==> config.mk <==
export PLATFORM = sky130hd
export DESIGN_NAME = snap_vacc_ctrl_seq_flat
export DESIGN_NICKNAME = d
export VERILOG_FILES = /design/src/rtl/snap_vacc_ctrl_seq_pkg.sv /design/src/rtl/snap_vacc_ctrl_seq_if.sv /design/src/rtl/snap_vacc_ctrl_edge.sv /design/src/rtl/snap_vacc_ctrl_seq.sv /design/src/flat_wrapper.sv
export SDC_FILE = /design/constraint.sdc
export NUM_CORES = 1
export LEC_CHECK = 0
export CAP_MARGIN = 20
export CORE_MARGIN = 1
export CORE_UTILIZATION = 44
export DETAILED_ROUTE_END_ITERATION = 10
export GPL_TIMING_DRIVEN = 0
export PLACE_DENSITY_LB_ADDON = 0.15
export SLEW_MARGIN = 20
export SYNTH_ARGS = -nofsm -noshare
export SYNTH_HDL_FRONTEND = slang
export SYNTH_SLANG_ARGS = --single-unit
export TNS_END_PERCENT = 20
==> constraint.sdc <==
create_clock -name user_clk -period 7.6 [get_ports user_clk]
set_input_delay 0.76 -clock user_clk [delete_from_list [all_inputs] [get_ports user_clk]]
set_output_delay 0.76 -clock user_clk [all_outputs]
set_load 0.005 [all_outputs]
==> src/rtl/snap_vacc_ctrl_seq_pkg.sv <==
// Shared types and field positions for the snapshot/vector-accumulator sequencer.
package snap_vacc_ctrl_seq_pkg;

    typedef enum logic [2:0] {
        ST_IDLE    = 3'd0,
        ST_ARMED   = 3'd1,
        ST_ALIGN   = 3'd2,
        ST_ACCUM   = 3'd3,
        ST_CAPTURE = 3'd4,
        ST_DONE    = 3'd5
    } state_e;

    localparam int ARM_BIT   = 0;
    localparam int TRIG_BIT  = 1;
    localparam int SYNC_BIT  = 2;
    localparam int ABORT_BIT = 3;
    localparam int LEN_LSB   = 16;

    localparam int ST_FRAME_LSB    = 16;
    localparam int ST_TIMEOUT_BIT  = 7;
    localparam int ST_OVERFLOW_BIT = 6;
    localparam int ST_STATE_LSB    = 0;

    function automatic logic [31:0] pack_status(input logic [15:0] frame_cnt,
                                                input logic        timeout,
                                                input logic        overflow,
                                                input state_e      st);
        logic [31:0] w;
        w = '0;
        w[ST_FRAME_LSB +: 16]  = frame_cnt;
        w[ST_TIMEOUT_BIT]      = timeout;
        w[ST_OVERFLOW_BIT]     = overflow;
        w[ST_STATE_LSB +: 3]   = st;
        return w;
    endfunction

endpackage

==> src/rtl/snap_vacc_ctrl_seq_if.sv <==
// Control, stream and result signals of the sequencer; slave = sequencer side.
interface snap_vacc_ctrl_seq_if #(
    parameter int ADDR_W = 10
);
    import snap_vacc_ctrl_seq_pkg::*;

    // Stream protocol: in_valid marks a beat and there is no ready; the sequencer
    // never stalls, so every valid beat is consumed in the cycle it is presented.
    // in_last is meaningful only together with in_valid.
    logic [31:0]       ctrl_word;
    logic              sync_in;
    logic              in_valid;
    logic              in_last;
    logic              acc_en;
    logic              acc_first;
    logic              snap_we;
    logic [ADDR_W-1:0] snap_addr;
    logic              busy;
    logic              done;
    logic [31:0]       status_word;
    state_e            dbg_state;

    modport slave (
        input  ctrl_word, sync_in, in_valid, in_last,
        output acc_en, acc_first, snap_we, snap_addr, busy, done, status_word, dbg_state
    );

    modport master (
        output ctrl_word, sync_in, in_valid, in_last,
        input  acc_en, acc_first, snap_we, snap_addr, busy, done, status_word, dbg_state
    );

endinterface

==> src/rtl/snap_vacc_ctrl_edge.sv <==
// Registered rising-edge detector for one software control bit.
module snap_vacc_ctrl_edge (
    input  logic clk,
    input  logic rst_n,
    input  logic d,
    output logic rise
);

    logic d_q;

    // History resets low, so a bit held high through reset yields one edge.
    always_ff @(posedge clk or negedge rst_n) begin
        if (!rst_n) d_q <= 1'b0;
        else        d_q <= d;
    end

    assign rise = d & ~d_q;

endmodule

==> src/rtl/snap_vacc_ctrl_seq.sv <==
// Snapshot/vector-accumulator sequencer: arm, trigger, N accumulation frames, one dump frame.
// Optional ARMED/ALIGN watchdog is built when SNAP_VACC_TIMEOUT_EN is defined.
module snap_vacc_ctrl_seq
    import snap_vacc_ctrl_seq_pkg::*;
#(
    parameter int ADDR_W      = 10,
    parameter int LEN_W       = 16,
    parameter int TIMEOUT_CYC = 2**24
) (
    input  logic                 user_clk,
    input  logic                 user_rst_n,
    snap_vacc_ctrl_seq_if.slave  bus
);

    state_e             state_q, state_d;
    logic [LEN_W-1:0]   len_q;
    logic [15:0]        frame_cnt;
    logic [15:0]        len_ext;
    logic [ADDR_W-1:0]  snap_addr_q;
    logic               overflow_q, timeout_q;
    logic [31:0]        status_q;

    logic               arm_rise, trig_rise;
    logic               use_sync, abort;
    logic [LEN_W-1:0]   acc_len;
    logic               load_arm, frame_inc, addr_inc, set_ovf, set_to, to_hit;
    logic               acc_en, acc_first, snap_we, busy, done;
    logic               unused_ctrl;

    assign use_sync    = bus.ctrl_word[SYNC_BIT];
    assign abort       = bus.ctrl_word[ABORT_BIT];
    assign acc_len     = bus.ctrl_word[LEN_LSB +: LEN_W];
    assign unused_ctrl = ^bus.ctrl_word[LEN_LSB-1:ABORT_BIT+1];
    assign len_ext     = 16'(len_q);

    snap_vacc_ctrl_edge u_arm_edge (
        .clk   (user_clk),
        .rst_n (user_rst_n),
        .d     (bus.ctrl_word[ARM_BIT]),
        .rise  (arm_rise)
    );

    snap_vacc_ctrl_edge u_trig_edge (
        .clk   (user_clk),
        .rst_n (user_rst_n),
        .d     (bus.ctrl_word[TRIG_BIT]),
        .rise  (trig_rise)
    );

`ifdef SNAP_VACC_TIMEOUT_EN
    localparam int TO_W = $clog2(TIMEOUT_CYC + 1);
    logic [TO_W-1:0] to_cnt;

    // Counts cycles spent waiting for the trigger or frame boundary; ARMED->ALIGN does not restart it.
    always_ff @(posedge user_clk or negedge user_rst_n) begin
        if (!user_rst_n)                                  to_cnt <= '0;
        else if (state_q == ST_ARMED || state_q == ST_ALIGN) to_cnt <= to_cnt + 1'b1;
        else                                              to_cnt <= '0;
    end

    assign to_hit = (to_cnt == TO_W'(TIMEOUT_CYC - 1));
`else
    localparam int unused_timeout_cyc = TIMEOUT_CYC;
    assign to_hit = 1'b0;
`endif

    always_comb begin
        state_d   = state_q;
        load_arm  = 1'b0;
        frame_inc = 1'b0;
        addr_inc  = 1'b0;
        set_ovf   = 1'b0;
        set_to    = 1'b0;
        acc_en    = 1'b0;
        acc_first = 1'b0;
        snap_we   = 1'b0;
        busy      = 1'b0;
        done      = 1'b0;
        case (state_q)
            ST_IDLE: begin
                if (arm_rise) begin
                    state_d  = ST_ARMED;
                    load_arm = 1'b1;
                end
            end
            ST_ARMED: begin
                busy = 1'b1;
                if (use_sync && bus.sync_in) state_d = ST_ACCUM;
                else if (trig_rise)          state_d = ST_ALIGN;
                if (to_hit) begin
                    state_d = ST_IDLE;
                    set_to  = 1'b1;
                end
            end
            ST_ALIGN: begin
                busy = 1'b1;
                if (bus.in_valid && bus.in_last) state_d = ST_ACCUM;
                if (to_hit) begin
                    state_d = ST_IDLE;
                    set_to  = 1'b1;
                end
            end
            ST_ACCUM: begin
                busy      = 1'b1;
                acc_en    = 1'b1;
                acc_first = (frame_cnt == 16'd0);
                if (bus.in_valid && bus.in_last) begin
                    frame_inc = 1'b1;
                    if (frame_cnt == len_ext - 16'd1) state_d = ST_CAPTURE;
                end
            end
            ST_CAPTURE: begin
                busy    = 1'b1;
                snap_we = bus.in_valid;
                if (bus.in_valid) begin
                    // The top address saturates: later beats overwrite it and flag overflow.
                    if (&snap_addr_q) set_ovf  = ~bus.in_last;
                    else              addr_inc = 1'b1;
                    if (bus.in_last)  state_d  = ST_DONE;
                end
            end
            ST_DONE: begin
                done = 1'b1;
                if (arm_rise) begin
                    state_d  = ST_ARMED;
                    load_arm = 1'b1;
                end
            end
            default: state_d = ST_IDLE;
        endcase
        if (abort) begin
            state_d   = ST_IDLE;
            load_arm  = 1'b0;
            frame_inc = 1'b0;
            addr_inc  = 1'b0;
            set_ovf   = 1'b0;
            set_to    = 1'b0;
        end
    end

    always_ff @(posedge user_clk or negedge user_rst_n) begin
        if (!user_rst_n) begin
            state_q     <= ST_IDLE;
            len_q       <= '0;
            frame_cnt   <= '0;
            snap_addr_q <= '0;
            overflow_q  <= 1'b0;
            timeout_q   <= 1'b0;
            status_q    <= '0;
        end else begin
            state_q  <= state_d;
            status_q <= pack_status(frame_cnt, timeout_q, overflow_q, state_q);
            if (abort || load_arm) begin
                frame_cnt   <= '0;
                snap_addr_q <= '0;
                overflow_q  <= 1'b0;
                timeout_q   <= 1'b0;
            end else begin
                if (frame_inc) frame_cnt   <= frame_cnt + 16'd1;
                if (addr_inc)  snap_addr_q <= snap_addr_q + 1'b1;
                if (set_ovf)   overflow_q  <= 1'b1;
                if (set_to)    timeout_q   <= 1'b1;
            end
            // A zero length still runs one accumulation frame.
            if (load_arm) len_q <= (acc_len == '0) ? LEN_W'(1) : acc_len;
        end
    end

    assign bus.acc_en      = acc_en;
    assign bus.acc_first   = acc_first;
    assign bus.snap_we     = snap_we;
    assign bus.snap_addr   = snap_addr_q;
    assign bus.busy        = busy;
    assign bus.done        = done;
    assign bus.status_word = status_q;
    assign bus.dbg_state   = state_q;

endmodule
==> src/flat_wrapper.sv <==
// flat-port wrapper written by rule: the top's interface ports become plain ports
module snap_vacc_ctrl_seq_flat import snap_vacc_ctrl_seq_pkg::*;
#(
    parameter int ADDR_W      = 10,
    parameter int LEN_W       = 16,
    parameter int TIMEOUT_CYC = 2**24
)
  (user_clk, user_rst_n, bus_ctrl_word, bus_sync_in, bus_in_valid, bus_in_last, bus_acc_en, bus_acc_first, bus_snap_we, bus_snap_addr, bus_busy, bus_done, bus_status_word, bus_dbg_state);
  snap_vacc_ctrl_seq_if #(.ADDR_W(ADDR_W)) bus_i ();
  input  logic user_clk;
  input  logic user_rst_n;
  input wire logic [$bits(bus_i.ctrl_word)-1:0] bus_ctrl_word;
  input wire logic [$bits(bus_i.sync_in)-1:0] bus_sync_in;
  input wire logic [$bits(bus_i.in_valid)-1:0] bus_in_valid;
  input wire logic [$bits(bus_i.in_last)-1:0] bus_in_last;
  output wire logic [$bits(bus_i.acc_en)-1:0] bus_acc_en;
  output wire logic [$bits(bus_i.acc_first)-1:0] bus_acc_first;
  output wire logic [$bits(bus_i.snap_we)-1:0] bus_snap_we;
  output wire logic [$bits(bus_i.snap_addr)-1:0] bus_snap_addr;
  output wire logic [$bits(bus_i.busy)-1:0] bus_busy;
  output wire logic [$bits(bus_i.done)-1:0] bus_done;
  output wire logic [$bits(bus_i.status_word)-1:0] bus_status_word;
  output wire logic [$bits(bus_i.dbg_state)-1:0] bus_dbg_state;
  assign bus_i.ctrl_word = bus_ctrl_word;
  assign bus_i.sync_in = bus_sync_in;
  assign bus_i.in_valid = bus_in_valid;
  assign bus_i.in_last = bus_in_last;
  assign bus_acc_en = bus_i.acc_en;
  assign bus_acc_first = bus_i.acc_first;
  assign bus_snap_we = bus_i.snap_we;
  assign bus_snap_addr = bus_i.snap_addr;
  assign bus_busy = bus_i.busy;
  assign bus_done = bus_i.done;
  assign bus_status_word = bus_i.status_word;
  assign bus_dbg_state = bus_i.dbg_state;
  snap_vacc_ctrl_seq #(.ADDR_W(ADDR_W), .LEN_W(LEN_W), .TIMEOUT_CYC(TIMEOUT_CYC)) u_core (.user_clk(user_clk), .user_rst_n(user_rst_n), .bus(bus_i));
endmodule
* Yosys cells after proc, flatten, opt, wreduce, memory -nomap -nowiden
Index checks and enable logic that the tools add are counted.
Storage, ports and cells: register bits 70, input bits 37, output and inout bits 50, logic and storage cells 80
Operators by class: add/subtract/negate cells 3, eq/ne operators 13, muxes and demuxes 37, bitwise operators 5, reduce and logical (&&, ||, !) cells 13
Operators by type and width (count):
- $mux W16 | 3
- $logic_not A16 Y1 | 2
- $mux W3 | 9
- $mux W1 | 22
- $mux W10 | 2
- $add A16 B1 Y16 const B | 1
- $eq A16 B16 Y1 | 1
- $sub A16 B1 Y16 const B | 1
- $pmux W3 S5 | 1
- $add A10 B1 Y10 const B | 1
- $reduce_and A10 Y1 | 1
- $ne A3 B2 Y1 const B | 3
- $reduce_and A7 Y1 | 1
- $eq A3 B2 Y1 const B | 2
- $eq A3 B3 Y1 const B | 2
- $ne A3 B3 Y1 const B | 2
- $reduce_bool A2 Y1 | 3
- $ne A4 B2 Y1 const B | 1
- $reduce_or A4 Y1 | 1
- $eq A3 B1 Y1 const B | 1
- $logic_not A3 Y1 | 1
- $ne A3 B1 Y1 const B | 1
- $not A1 Y1 | 3
- $and A1 B1 Y1 | 2
- other kinds (3) | 4

* Depth between registers and ports, before layout
depth after elaboration 7, mapped depth 10, depth with buffers taken out 9

* Hierarchy
From an unflattened synthesis, not the netlist that was laid out.
Second synthesis, totals: cells, all modules 366, area, all modules 3663.5 µm²
By module, submodules not included:
- snap_vacc_ctrl_seq | instances 1, cells an instance 362, area an instance 3585.9 µm², sequential area each 1651.6 µm²
- snap_vacc_ctrl_edge | instances 2, cells an instance 2, area an instance 38.8 µm², sequential area each 25.0 µm²

* Worst setup path after synthesis
Ideal clock, no wire load.
kind register -> register, start point reg u_core.len_q[0], in the netlist u_core.len_ext[0], end point reg u_core.state_q[1], in the netlist u_core.bus.dbg_state[1], library setup time 0.131 ns, arrival time 2.360 ns, required time 7.469 ns, setup slack 5.109 ns, cell stages (with the launch flop) 11, path buffers 1, clock period less this slack 2.491 ns, path through dfrtp_1 inv_1 ha_1 buf_2 or4b_4 a2111oi_4 o32ai_1 a21oi_1 o21ai_1 nor4b_2 o21ai_1
Between the ends: longest elaborated chain between the ends 4
Ends and longest elaborated chain:
- start, declared | line snap_vacc_ctrl_seq.sv:16 | logic [LEN_W-1:0] len_q;
- start signal, assigned | line snap_vacc_ctrl_seq.sv:165 | if (load_arm) len_q <= (acc_len == '0) ? LEN_W'(1) : acc_len;
- $sub A16 B1 Y16 | line snap_vacc_ctrl_seq.sv:109 | if (frame_cnt == len_ext - 16'd1) state_d = ST_CAPTURE;
- $eq A16 B16 Y1 | line snap_vacc_ctrl_seq.sv:109
- $ne A3 B2 Y1 (no source line)
- $reduce_and A7 Y1 (no source line)
- end signal, assigned | line snap_vacc_ctrl_seq.sv:151 | state_q <= state_d;
- end, declared | line snap_vacc_ctrl_seq.sv:15 | state_e state_q, state_d;
No other way between the ends. A chain may end at the register's enable or synchronous reset.

* Final worst setup path
start point in bus_in_last, end point reg u_core.state_q[0], in the netlist u_core.bus.dbg_state[0]
Between the ends: longest elaborated chain between the ends 3, elaborated cells between the ends (all ways) 5, those cells by class 3 x eq/ne; 2 x reduce/logical
Ends and longest elaborated chain:
- start, declared | line flat_wrapper.sv:15 | input wire logic [$bits(bus_i.in_last)-1:0] bus_in_last;
- $logic_and A1 B1 Y1 | line snap_vacc_ctrl_seq.sv:97, snap_vacc_ctrl_seq.sv:107
- $ne A3 B2 Y1 (no source line)
- $reduce_and A7 Y1 (no source line) *
Mark *: on every way between the ends. The rest lies on a longest branch, timed or not.

==> impl_metrics.json <==
{
  "status": "complete, no violations",
  "synthFlopType": "dfrtp_1",
  "initial_core_util": 0.4589,
  "drive_gt1_frac": 0.1141,
  "setup_ws_ns": 4.587,
  "worst_pin_slew_ns": 0.5996,
  "setup_violations": 0,
  "cp-end-kind": "flip-flop",
  "clkPwrFrac": 0.256,
  "synth_area_leaders": "dfrtp_1 48%, xor2_1 5.9%, xnor2_1 3.9%",
  "vdd_drop_max_v": 0.0001582,
  "crit_fanout": 5,
  "leakage_nw": 1.980,
  "worst_r2r_endpoint": "u_core.bus.dbg_state[0]",
  "p_comb_frac": 0.341,
  "drcViolationCount": 0,
  "hold_viol": 0,
  "multiInputGateArea_um2": 1692,
  "ios": 87,
  "synth_commonest_cells": "68 x dfrtp_1, 36 x nor2_1, 25 x nand2_1",
  "final_core_util": 0.5875,
  "cts_repair_resize_count": 0,
  "dieHeight_um": 92.01,
  "clk_pin_slew_ns": 0.07,
  "grt_max_degree": 38,
  "synthArstFlopShare": 1.000,
  "switching_share": 0.3457,
  "min_period_ns": 3.013,
  "yosys_warnings": 0,
  "io_buffer_count": 61,
  "fin_skew_ns": 0.009576,
  "r2r_slack_ns": 4.62,
  "grt_overflow": 0,
  "cts_sinks": 68,
  "cp.arrival_ns": 3.22,
  "pre_cts_ws_ns": 4.249,
  "synthCells": 358,
  "die_w_um": 92.01,
  "gp_congestion": 0.8924,
  "hp-class": "input pin to async pin",
  "synth_area_per_cell_um2": 9.957,
  "syn_area_um2": 3565,
  "dpl.hpwl_mm": 5.453,
  "r2r_cells": 10,
  "cts_hold_buf": 0,
  "synth-edff-count": 0,
  "dr.pass1.iters": 4,
  "drt_wl_total_mm": 7.279,
  "synth-seq-cells": 68,
  "grt_pass1_vias": 2652,
  "fin_crit_sh": 0.3964,
  "via_count": 2818,
  "wire_per_inst_um": 13.26,
  "synth.most_common_cell": "dfrtp_1",
  "yosysTopAreaCell": "dfrtp_1",
  "nNetsFinal": 483,
  "design.die.area_um2": 8466,
  "ff_latch_area_um2": 1702,
  "worst-setup-path-type": "input pin to flip-flop",
  "grt_usage": 0.1882,
  "areaGrowthSynthToFinish_pct": 28.01,
  "finalMaxSlewViolations": 0,
  "totalNegativeSetupSlack_ns": 0,
  "power_density_nw_per_um2": 258.5,
  "critPathLaunchType": "input pin",
  "clockBufferDepth": 2,
  "seq_power_share": 0.404,
  "grt_pass1_wl_mm": 12.50,
  "n_fill_cell": 723,
  "cts_setup_buffers": 0,
  "cap_violations": 0,
  "switchingPower_mw": 0.4077,
  "vias_per_cell": 5.133,
  "yosys.area.top_type_share": 0.4774,
  "intPower_mw": 0.7719,
  "crit_required_ns": 7.80,
  "total_power_mw": 1.180,
  "rows": 32,
  "root_buffer": "clkbuf_8",
  "yosysSeqAreaShare": 0.4774,
  "core_um2": 7767,
  "fmax_ghz": 0.3319,
  "drtIter0Drc": 107,
  "placed_area_um2": 4362,
  "synth.distinct_cells": 56,
  "cts_buffers": 9,
  "clk_latency_ns": 0.35,
  "tritoncts": "done",
  "maxSlewHeadroom": 0.5992,
  "postLayoutCellArea_um2": 4563,
  "htree_levels": 3,
  "r2r_start": "u_core.len_ext[0]",
  "ant_nets": 0,
  "rsz0062_at_grt": "false",
  "antenna_cells": 0,
  "antenna_found_initial": 0
}
## flip-flops by register name, summed over array words and instances, names as in the netlist
register,flops
u_core.bus.status_word,20
u_core.bus.snap_addr,10
u_core.u_arm_edge.d_q,1
u_core.overflow_q,1
u_core.bus.dbg_state,3
u_core.len_ext,16
u_core.u_trig_edge.d_q,1
u_core.frame_cnt,16
## logic make-up (layout without fill, tap and decap cells)
| group | Yosys count | in the layout | synth area share |
|---|---|---|---|
| AND/OR/NAND/NOR | 134 | 134 | 0.2025 |
| buffers and inverters | 41 | 119 | 0.05967 |
| AO/OA/AOI/OAI | 60 | 60 | 0.1165 |
| XOR/XNOR | 40 | 40 | 0.09828 |
| adder cells (fa/ha/maj) | 4 | 4 | 0.01404 |
| flip-flops | 68 | 68 | 0.4774 |
| multiplexers | 10 | 10 | 0.03054 |
| other | 1 | 12 | 0.001052 |
## how the worst max path moves through the flow
stage	from	to	slack, ns
5_1_grt	u_core.len_ext[0]	u_core.bus.dbg_state[0]	4.40
4_1_cts	bus_in_last	u_core.bus.dbg_state[0]	4.61
2_1_floorplan	u_core.len_ext[0]	u_core.bus.dbg_state[1]	5.11
3_5_place_dp	bus_in_last	u_core.bus.dbg_state[0]	4.25
6_report	bus_in_last	u_core.bus.dbg_state[0]	4.59
3_3_place_gp	user_rst_n	u_core.len_ext[13]	3.56
## power by group through the flow
| stage | clock, mW | sequential (mW) | combinational, mW |
|---|---|---|---|
| 2_1_floorplan | 0 | 0.468 | 0.295 |
| 3_5_place_dp | 0 | 0.484 | 0.400 |
| 6_report | 0.301 | 0.476 | 0.402 |
| 3_3_place_gp | 0 | 0.483 | 0.390 |
| 5_1_grt | 0.327 | 0.486 | 0.451 |
| 4_1_cts | 0.309 | 0.476 | 0.402 |
## critical path: stages
cell and delay [ns]:
clkdlybuf4s50_1 0.49, nand2_1 0.15, mux2_2 0.32, a221o_1 0.35, nor4_1 0.38, nand4b_1 0.16
nor4b_2 0.48, a21oi_1 0.13
## per-layer routing
layer | vias up | routed length, µm | track usage
met5 | - | 0 | 0
met4 | 0 | 89 | 0.04297
met3 | 8 | 326 | 0.05307
met2 | 68 | 3422 | 0.3109
met1 | 1342 | 3441 | 0.2452
li1 | 1400 | - | -
## layout make-up
cell class,count,share of cell area
plain buffers,29,0.03674
clock buffers,10,0.03016
clock inverters,6,0.01398
inverters,12,0.009871
multi-input cells,260,0.3707
flip-flops and latches,68,0.3729
well taps,102,0.02797
repair buffers,62,0.1376
## per-stage QoR
step / hold slack (ns) / instances
4_1_cts: 0.3535 / 549
3_3_place_gp: 0.3584 / 532
2_1_floorplan: 0.3519 / 369
5_1_grt: 0.3552 / 549
6_report: 0.3456 / 549
3_5_place_dp: 0.3567 / 533
## layout by cell type, fill, tap and decap left out, types with 10 or more instances in the layout
cell type	count
clkdlybuf4s50_1	60
nor2_1	36
o21ai_0	15
nor3_1	11
buf_4	13
xor2_1	24
a22o_1	10
dfrtp_1	68
clkbuf_8	10
xnor2_1	16
nand2_1	25
a21oi_1	15
clkbuf_1	11
conb_1	12
inv_1	12
No activity file was read; power rests on OpenSTA's default activity.
